## src/rtl/rv32i_types.sv

```systemverilog
// rtl/rv32i_types.sv - RV32I memory-op encodings and MEM-stage controller states
package rv32i_types;

    typedef enum logic [2:0] {
        LB  = 3'b000,
        LH  = 3'b001,
        LW  = 3'b010,
        LBU = 3'b100,
        LHU = 3'b101
    } load_funct3_t;

    typedef enum logic [2:0] {
        SB = 3'b000,
        SH = 3'b001,
        SW = 3'b010
    } store_funct3_t;

    typedef enum logic [1:0] {
        IDLE = 2'd0,
        WAIT = 2'd1,
        DONE = 2'd2
    } mem_ctrl_state_t;

endpackage

```

## src/rtl/mem_align.sv

```systemverilog
// rtl/mem_align.sv - store lane replication/byte enables and load extract/extend
module mem_align
    import rv32i_types::*;
(
    input  logic [2:0]  funct3,
    input  logic [1:0]  offset,
    input  logic [31:0] store_src,
    input  logic [31:0] rdata,
    output logic        misaligned_addr,
    output logic [31:0] wdata,
    output logic [3:0]  mbe,
    output logic [31:0] load_ext
);

    logic [31:0] shifted;

    // Halves need an even address, words a word-aligned one; bytes are always aligned
    always_comb begin
        misaligned_addr = 1'b0;
        if (funct3[1])
            misaligned_addr = |offset;
        else if (funct3[0])
            misaligned_addr = offset[0];
    end

    // Replicate the store operand across lanes; byte enables pick the addressed lanes
    always_comb begin
        wdata = store_src;
        mbe   = 4'b1111;
        case (funct3[1:0])
            2'b00: begin
                wdata = {4{store_src[7:0]}};
                mbe   = 4'b0001 << offset;
            end
            2'b01: begin
                wdata = {2{store_src[15:0]}};
                mbe   = 4'b0011 << offset;
            end
            default: begin
                wdata = store_src;
                mbe   = 4'b1111;
            end
        endcase
    end

    // Bring the addressed byte/half down to bit 0, then sign- or zero-extend
    always_comb begin
        shifted  = rdata >> {offset, 3'b000};
        load_ext = rdata;
        case (load_funct3_t'(funct3))
            LB:      load_ext = {{24{shifted[7]}}, shifted[7:0]};
            LH:      load_ext = {{16{shifted[15]}}, shifted[15:0]};
            LBU:     load_ext = {24'd0, shifted[7:0]};
            LHU:     load_ext = {16'd0, shifted[15:0]};
            default: load_ext = rdata;
        endcase
    end

endmodule

```

## src/rtl/mem_stage_ctrl.sv

```systemverilog
// rtl/mem_stage_ctrl.sv - MEM-stage data-memory request sequencer with stall, freeze hold and timeout
module mem_stage_ctrl
    import rv32i_types::*;
#(
    parameter int unsigned TIMEOUT_CYCLES = 0
) (
    input  logic        clk,
    input  logic        rst,
    input  logic        valid_in,
    input  logic        mem_read,
    input  logic        mem_write,
    input  logic [2:0]  funct3,
    input  logic [31:0] alu_out,
    input  logic [31:0] rs2_out,
    input  logic        freeze,
    output logic        dmem_read,
    output logic        dmem_write,
    output logic [31:0] dmem_address,
    output logic [31:0] dmem_wdata,
    output logic [3:0]  dmem_mbe,
    input  logic        dmem_resp,
    input  logic [31:0] dmem_rdata,
    output logic        stall,
    output logic [31:0] load_data,
    output logic        misaligned,
    output logic        bus_error
);

    // Counter holds the number of WAIT cycles already spent; the issue cycle is the first wait
    localparam int unsigned CW          = (TIMEOUT_CYCLES < 2) ? 1 : $clog2(TIMEOUT_CYCLES);
    localparam bit          HAS_TIMEOUT = (TIMEOUT_CYCLES != 0);
    localparam logic [CW-1:0] LAST_WAIT = CW'(TIMEOUT_CYCLES - 1);

    mem_ctrl_state_t state;
    logic [CW-1:0]   wait_cnt;
    logic [31:0]     hold_data;

    logic        mis_addr;
    logic        mem_op;
    logic        access;
    logic        at_limit;
    logic        req;
    logic [31:0] wdata_al;
    logic [3:0]  mbe_al;
    logic [31:0] load_ext;
    logic [31:0] live_load;

    mem_align u_align (
        .funct3          (funct3),
        .offset          (alu_out[1:0]),
        .store_src       (rs2_out),
        .rdata           (dmem_rdata),
        .misaligned_addr (mis_addr),
        .wdata           (wdata_al),
        .mbe             (mbe_al),
        .load_ext        (load_ext)
    );

    assign mem_op    = valid_in & (mem_read | mem_write);
    assign access    = mem_op & ~mis_addr;
    assign at_limit  = HAS_TIMEOUT && (state == WAIT) && (wait_cnt == LAST_WAIT);

    // Request is live when issuing from IDLE or still waiting; reset kills it at once
    assign req = ~rst & access & ((state == IDLE) | ((state == WAIT) & ~at_limit));

    // A store takes priority when both read and write are flagged
    assign dmem_read    = req & ~mem_write;
    assign dmem_write   = req & mem_write;
    assign dmem_address = req ? {alu_out[31:2], 2'b00} : 32'd0;
    assign dmem_wdata   = dmem_write ? wdata_al : 32'd0;
    assign dmem_mbe     = dmem_write ? mbe_al : 4'd0;
    assign stall        = req & ~dmem_resp;
    assign misaligned   = ~rst & mem_op & mis_addr;
    // A response landing in the limit cycle still completes the access
    assign bus_error    = ~rst & at_limit & ~dmem_resp;

    assign live_load = (access & ~mem_write & dmem_resp & (state != DONE)) ? load_ext : 32'd0;
    assign load_data = rst ? 32'd0 : ((state == DONE) ? hold_data : live_load);

    // Access sequencing: issue, wait for response or timeout, park in DONE while frozen
    always_ff @(posedge clk or posedge rst) begin
        if (rst) begin
            state     <= IDLE;
            wait_cnt  <= '0;
            hold_data <= 32'd0;
        end else begin
            case (state)
                IDLE: begin
                    if (access) begin
                        if (dmem_resp) begin
                            if (freeze) begin
                                state     <= DONE;
                                hold_data <= live_load;
                            end
                        end else begin
                            state    <= WAIT;
                            wait_cnt <= '0;
                        end
                    end
                end
                WAIT: begin
                    if (!access) begin
                        state    <= IDLE;
                        wait_cnt <= '0;
                    end else if (dmem_resp || at_limit) begin
                        state     <= freeze ? DONE : IDLE;
                        hold_data <= live_load;
                        wait_cnt  <= '0;
                    end else if (HAS_TIMEOUT) begin
                        wait_cnt <= wait_cnt + CW'(1);
                    end
                end
                DONE: begin
                    if (!freeze)
                        state <= IDLE;
                end
                default: state <= IDLE;
            endcase
        end
    end

endmodule

```

## config.mk

```make
export PLATFORM = sky130hd
export DESIGN_NAME = mem_stage_ctrl
export DESIGN_NICKNAME = d
export VERILOG_FILES = /design/src/rtl/rv32i_types.sv /design/src/rtl/mem_align.sv /design/src/rtl/mem_stage_ctrl.sv
export SDC_FILE = /design/constraint.sdc
export NUM_CORES = 1
export LEC_CHECK = 0
export BUFFER_PORTS_ARGS = -buffer_cell sky130_fd_sc_hd__buf_2
export CAP_MARGIN = 20
export CORE_ASPECT_RATIO = 0.6
export CORE_MARGIN = 4
export CORE_UTILIZATION = 50
export CTS_CLUSTER_SIZE = 24
export DETAILED_ROUTE_END_ITERATION = 12
export PLACE_DENSITY = 0.88
export RECOVER_POWER = 100
export REMOVE_ABC_BUFFERS = 1
export SYNTH_ARGS = -nofsm -noshare
export SYNTH_HDL_FRONTEND = slang
export SYNTH_HIERARCHICAL = 1
export SYNTH_SLANG_ARGS = --single-unit
```

## constraint.sdc

```tcl
create_clock -name clk -period 4.5 [get_ports clk]
set_input_delay 0.45 -clock clk [delete_from_list [all_inputs] [get_ports clk]]
set_output_delay 0.45 -clock clk [all_outputs]
set_load 0.02 [all_outputs]
```

==> results of run 1 <==
==> worst max-delay path: stages <==
cell      delay, ns
clkbuf_1       1.04
mux2i_1        0.31
a221o_1        0.63
o21ai_0        0.33
a22o_1         0.19
clkbuf_1       0.24
==> where the power goes <==
part,switching [uW],total (uW),internal (uW)
clock network,117,320,202
logic,179,322,143
registers,19.6,362,342
==> path summary, 6_finish.rpt <==
path	startpoint	to
worst max-delay path	alu_out[0]	load_data[23]
worst min-delay path	rst	state[0]
worst max register to register	state[1]	hold_data[11]
worst min register to register	hold_data[4]	hold_data[4]
max in group asynchronous	rst	hold_data[24]
min in group clk	dmem_resp	state[0]
==> layer usage <==
metal / vias to the layer above / GRT usage [%] / part of all wire [%] / wire [um]
li1: 1891 / - / - / -
met1: 1936 / 33.3 / 42 / 5280
met2: 185 / 46.3 / 51 / 6520
met3: 9 / 4.23 / 6.4 / 811
met4: 0 / 4.47 / 0.45 / 57
met5: - / 0 / 0 / 0
==> kinds of logic (layout without fill, tap and decap cells) <==
kind of cell | after synthesis | in the layout | synth area share (%)
other cells | 1 | 3 | 0.0969
mux | 74 | 74 | 23.8
compound gates | 91 | 91 | 17.6
buf+inv | 61 | 230 | 9.70
simple gates | 179 | 179 | 26.9
flops | 34 | 34 | 22.0
==> cells in the mapped netlist (6+ instances only) <==
library cell | number | share of area [%]
clkbuf_1 | 14 | 1.4
and2_1 | 67 | 11
inv_1 | 10 | 0.97
o21ai_0 | 21 | 2.7
nor2b_1 | 8 | 1.3
nor2_1 | 8 | 0.78
nand2_1 | 32 | 3.1
o221ai_1 | 8 | 1.8
mux2i_1 | 19 | 4.9
a22oi_1 | 6 | 1.2
mux2_2 | 25 | 7.3
mux2_4 | 30 | 12
o21ai_1 | 10 | 1.3
and3_1 | 42 | 6.8
dfrtp_1 | 34 | 22
buf_2 | 15 | 1.9
buf_4 | 15 | 2.9
a22o_1 | 32 | 7.2
nand2b_1 | 12 | 1.9
==> per-stage QoR <==
step           setup slack, ns  utilization, %  hold WS, ns
3_5_place_dp              1.43            64.3        0.485
3_3_place_gp              1.56            64.3        0.475
6_report                 0.845            64.0        0.206
5_1_grt                  0.624            64.0        0.231
4_1_cts                   1.39            66.1        0.193
2_1_floorplan             1.76               -        0.482
==> area by class of cell <==
| class | count | area [um^2] |
|---|---|---|
| Timing Repair Buffer | 213 | 1000 |
| Multi-Input combinational cell | 347 | 2580 |
| Fill cell | 712 | 2660 |
| Clock buffer | 7 | 133 |
| Tap cell | 104 | 130 |
| Sequential cell | 34 | 851 |
| Inverter | 10 | 37.5 |
==> flip-flops by register name, indices dropped and copies added, names as in the netlist <==
| name | flops |
|---|---|
| hold_data | 32 |
| state | 2 |
==> cells in the final DEF, fill, tap and decap left out, types with 2 or more instances in the layout <==
cell type	instances
inv_1	10
or2_2	2
o21bai_1	2
mux2i_1	19
mux2_4	10
nor2_1	7
dfrtp_1	34
buf_4	5
nor2_2	2
nor2b_1	8
and2_1	35
clkbuf_16	5
buf_2	136
a22o_1	32
mux2_1	20
and2_0	32
mux2_2	25
and3_1	42
nand2b_1	12
o21ai_0	31
o221ai_1	8
a22oi_1	6
o22a_1	2
a21oi_1	3
nand2_1	32
nor3b_1	2
conb_1	3
clkbuf_1	73
==> results.py, run 1 <==
metrics = {
    "placement": {
        "place_congestion": 0.875,
        "dp.cells": 707,
        "place_hpwl_mm": 9.48,
        "dpl_cell_area_um2": 4750,
        "portBuffers": 207,
    },
    "global_routing": {
        "first_global_vias": 4068,
        "overflow": 0,
        "antenna_found_initial": 0,
        "grt_usage_pct": 26.0,
        "grt_pass1_wl_mm": 20.0,
        "grt_max_degree": 38,
    },
    "power_and_ir_drop": {
        "design_power_total_uw": 1000,
        "ir_drop_uv": 125,
        "power.density_nw_per_um2": 212,
        "leakagePower_uw": 0.00245,
    },
    "die": {
        "die_h_um": 76.2,
        "die_w_um": 122,
        "ios": 211,
        "coreArea_um2": 7390,
        "rows": 24,
        "start_util_pct": 52.4,
        "die-area_um2": 9260,
    },
    "cells_and_area": {
        "syn2layout_area_growth_pct": 22.2,
        "fin_area_um2": 4730,
        "n_antenna_cell": 0,
        "drive_gt1_share_pct": 31.1,
        "nNetsFinal": 717,
        "final_cells": 715,
    },
    "synth": {
        "synthArstFlopShare_pct": 100,
        "synth_edf_count": 0,
        "synth_area_um2": 3870,
        "yosysUniqueCellTypes": 41,
        "ys_seq_area_share_pct": 22.0,
        "synth_seq_cells": 34,
        "yosys_most_used_dff": "dfrtp_1",
        "yosys_warnings": 6,
        "syn_area_per_cell_um2": 8.80,
        "synth_cells": 440,
    },
    "timing": {
        "rsz0062_at_grt": "false",
        "finalSetupTns_ns": 0,
        "fmax_mhz": 274,
        "maxSlewViolCount": 0,
        "hold_violations": 0,
        "setup_viol": 0,
        "fin_worst_skew_ns": 0.00347,
        "slew_headroom_pct": 2.72,
        "fin_crit_sh_pct": 81.2,
        "post-route-min-period_ns": 3.66,
        "worstMarginPinSlew_ns": 1.46,
    },
    "clocking": {
        "cts_buffer_depth": 2,
        "clk_pin_slew_ns": 0.05,
        "cts_buffers": 5,
        "cts_root_buf": "clkbuf_16",
        "htree_num_levels": 2,
        "cts.sinks": 34,
        "post_cts.repair.setup_buffers": 0,
        "cts_resized": 0,
        "holdBufCountCts": 0,
        "cts_tree": "done",
        "clk_latency_ns": 0.27,
    },
    "worst_setup_path": {
        "worstPathArrival_ns": 3.21,
        "critPathLaunchType": "input pin",
        "worstPathRequired_ns": 4.05,
        "endpoint_kind": "output pin",
        "reg2reg_slack_ns": 2.64,
        "critPathKind": "in2out",
        "rr_worst_depth": 3,
        "crit_fanout": 27,
    },
    "route": {
        "drc": 0,
        "drtPass1Iterations": 5,
        "viasPerCell": 5.62,
        "drt.antenna.violating_nets": 0,
        "drt_iter0_markers": 309,
        "wirelength_mm": 12.7,
        "vias": 4021,
        "wl_per_cell_um": 17.7,
    },
    "status": {
        "status": "complete, no violations",
    },
    "job": {
        "cap_violations": 0,
    },
    "hold_path": {
        "min_path_type": "in2async",
    },
}
(Power assumes the default switching activity.)
==> run 2, diff against run 1 <==
--- a/config.mk
+++ b/config.mk
@@ -9,10 +9,10 @@
 export CAP_MARGIN = 20
 export CORE_ASPECT_RATIO = 0.6
 export CORE_MARGIN = 4
-export CORE_UTILIZATION = 50
+export CORE_UTILIZATION = 42
 export CTS_CLUSTER_SIZE = 24
 export DETAILED_ROUTE_END_ITERATION = 12
-export PLACE_DENSITY = 0.88
+export PLACE_DENSITY = 0.79
 export RECOVER_POWER = 100
 export REMOVE_ABC_BUFFERS = 1
 export SYNTH_ARGS = -nofsm -noshare
==> constraint.sdc (replaced) <==
create_clock -name clk -period 3.1 [get_ports clk]
set_input_delay 0.31 -clock clk [delete_from_list [all_inputs] [get_ports clk]]
set_output_delay 0.31 -clock clk [all_outputs]
set_load 0.02 [all_outputs]
==> results.py, run 2 (synthesis gave the netlist of run 1 again) <==
metrics = {
    "status": {
        "status": "finished with violations",
        "violations": "max-capacitance violations, max-slew violations",
    },
    "route": {
        "wl_per_cell_um": 17.0,
        "drt_iter0_markers": 312,
        "viasPerCell": 5.51,
        "drc": 0,
        "vias": 4001,
        "drtPass1Iterations": 5,
        "drt.antenna.violating_nets": 0,
        "wirelength_mm": 12.4,
    },
    "die": {
        "rows": 26,
        "die_w_um": 132,
        "coreArea_um2": 8750,
        "die_h_um": 82.4,
        "die-area_um2": 10900,
        "start_util_pct": 44.2,
        "ios": 211,
    },
    "cells_and_area": {
        "drive_gt1_share_pct": 32.1,
        "final_common_cell": "buf_2",
        "nFillCells": 874,
        "nNetsFinal": 719,
        "multi_input_area_um2": 2540,
        "largest_register_ffs": 32,
        "layout_common_cells": "buf_2 (151), clkbuf_1 (59), and3_1 (42)",
        "reg_top3": "hold_data (32), state (2)",
        "syn2layout_area_growth_pct": 22.0,
        "regArea_um2": 851,
        "regMostFlops": "hold_data",
    },
    "global_routing": {
        "grt_pass1_wl_mm": 19.6,
        "overflow": 0,
        "antenna_found_initial": 0,
        "grt_usage_pct": 22.2,
        "grt_max_degree": 49,
        "first_global_vias": 3990,
    },
    "power_and_ir_drop": {
        "internal_power_uw": 990,
        "clockPowerShare_pct": 33.0,
        "combPwrFrac_pct": 31.1,
        "p_seq_share_pct": 35.9,
        "leakagePower_uw": 0.00251,
        "ir_drop_uv": 229,
        "swShare_pct": 32.1,
        "power_switching_uw": 468,
        "power.density_nw_per_um2": 309,
    },
    "placement": {
        "portBuffers": 207,
        "place_hpwl_mm": 9.33,
        "place_congestion": 0.878,
    },
    "clocking": {
        "clk_pin_slew_ns": 0.06,
        "cts_root_buf": "clkbuf_16",
        "cts_buffer_depth": 2,
        "post_cts.repair.setup_buffers": 0,
        "clk_latency_ns": 0.29,
        "cts.sinks": 34,
        "cts_buffers": 5,
        "cts_resized": 0,
        "holdBufCountCts": 0,
        "cts_tree": "done",
        "htree_num_levels": 2,
    },
    "timing": {
        "hold_violations": 0,
        "rsz0062_at_grt": "false",
        "post-route-min-period_ns": 2.86,
        "fin_worst_skew_ns": 0.00547,
        "setup_viol": 0,
        "fin_crit_sh_pct": 92.3,
        "whs_ns": 0.187,
        "fmax_mhz": 350,
        "slew_headroom_pct": -6.61,
        "finalSetupTns_ns": 0,
        "maxSlewViolCount": 33,
        "worstMarginPinSlew_ns": 1.60,
    },
    "worst_setup_path": {
        "critPathLaunchType": "flop",
        "critPathKind": "reg2out",
        "worstPathArrival_ns": 2.55,
        "worstPathRequired_ns": 2.79,
        "crit_fanout": 32,
        "endpoint_kind": "output pin",
    },
    "hold_path": {
        "min_path_type": "in2async",
    },
    "job": {
        "cap_violations": 1,
    },
}
-- run 2: cell types whose count changed in the layout (fill, tap and decap cells not counted), moves of 8 or more --
cell / before / now
buf_2: 136 / 151
o21ai_0: 31 / 21
o21ai_1: 0 / 10
mux2_1: 20 / 28
mux2_4: 10 / 2
clkbuf_1: 73 / 59
-- run 2: path summary, 6_finish.rpt --
check	startpoint	to	slack (ns)	depth (start not counted)
min in group clk	dmem_resp	state[0]	0.24	2
max	state[1]	load_data[22]	0.24	5
max reg2reg	state[1]	hold_data[23]	0.57	3
min	rst	state[1]	0.19	3
max in group asynchronous	rst	hold_data[31]	2.58	3
min reg2reg	hold_data[29]	hold_data[29]	0.49	1
-- run 2: power by group through the flow --
stage	registers [uW]	clock network, uW	logic [uW]
after floorplan	524	0	302
after global placement	529	0	484
after detailed placement	533	0	494
after CTS	527	488	496
after global routing	530	509	498
final	524	481	453
-- run 2: final cells by class --
| type | count | area share (%) |
|---|---|---|
| multi-input cells | 347 | 53.8 |
| repair buffers | 215 | 21.6 |
| diodes | 1 | 0.0530 |
| well taps | 112 | 2.97 |
| clock buffers | 7 | 2.81 |
| flip-flops and latches | 34 | 18.0 |
| inverters | 10 | 0.794 |
-- run 2: routing by layer --
layer	vias to the layer above	part of all wire [%]	global-route usage (%)
met5	-	0	0
met4	0	1.8	7.23
met3	19	8.0	4.66
met2	191	48	39.4
met1	1896	42	27.6
li1	1895	-	-
-- run 2: critical path: stages (launching register included) --
cell,delay (ns)
dfrtp_1,0.40
nand2b_1,0.46
and4_1,0.28
clkbuf_2,0.59
a22o_1,0.25
clkbuf_1,0.25
-- run 2: per-stage QoR --
stage	utilization (%)	power, uW	worst slack (ns)	instance area [um^2]	instances
6_report	54.0	1460	0.239	4720	726
5_1_grt	54.0	1540	0.113	4720	725
4_1_cts	56.1	1510	0.457	4910	725
3_5_place_dp	54.6	1030	0.460	4780	718
3_3_place_gp	54.6	1010	0.475	4780	718
2_1_floorplan	-	826	0.496	3540	391
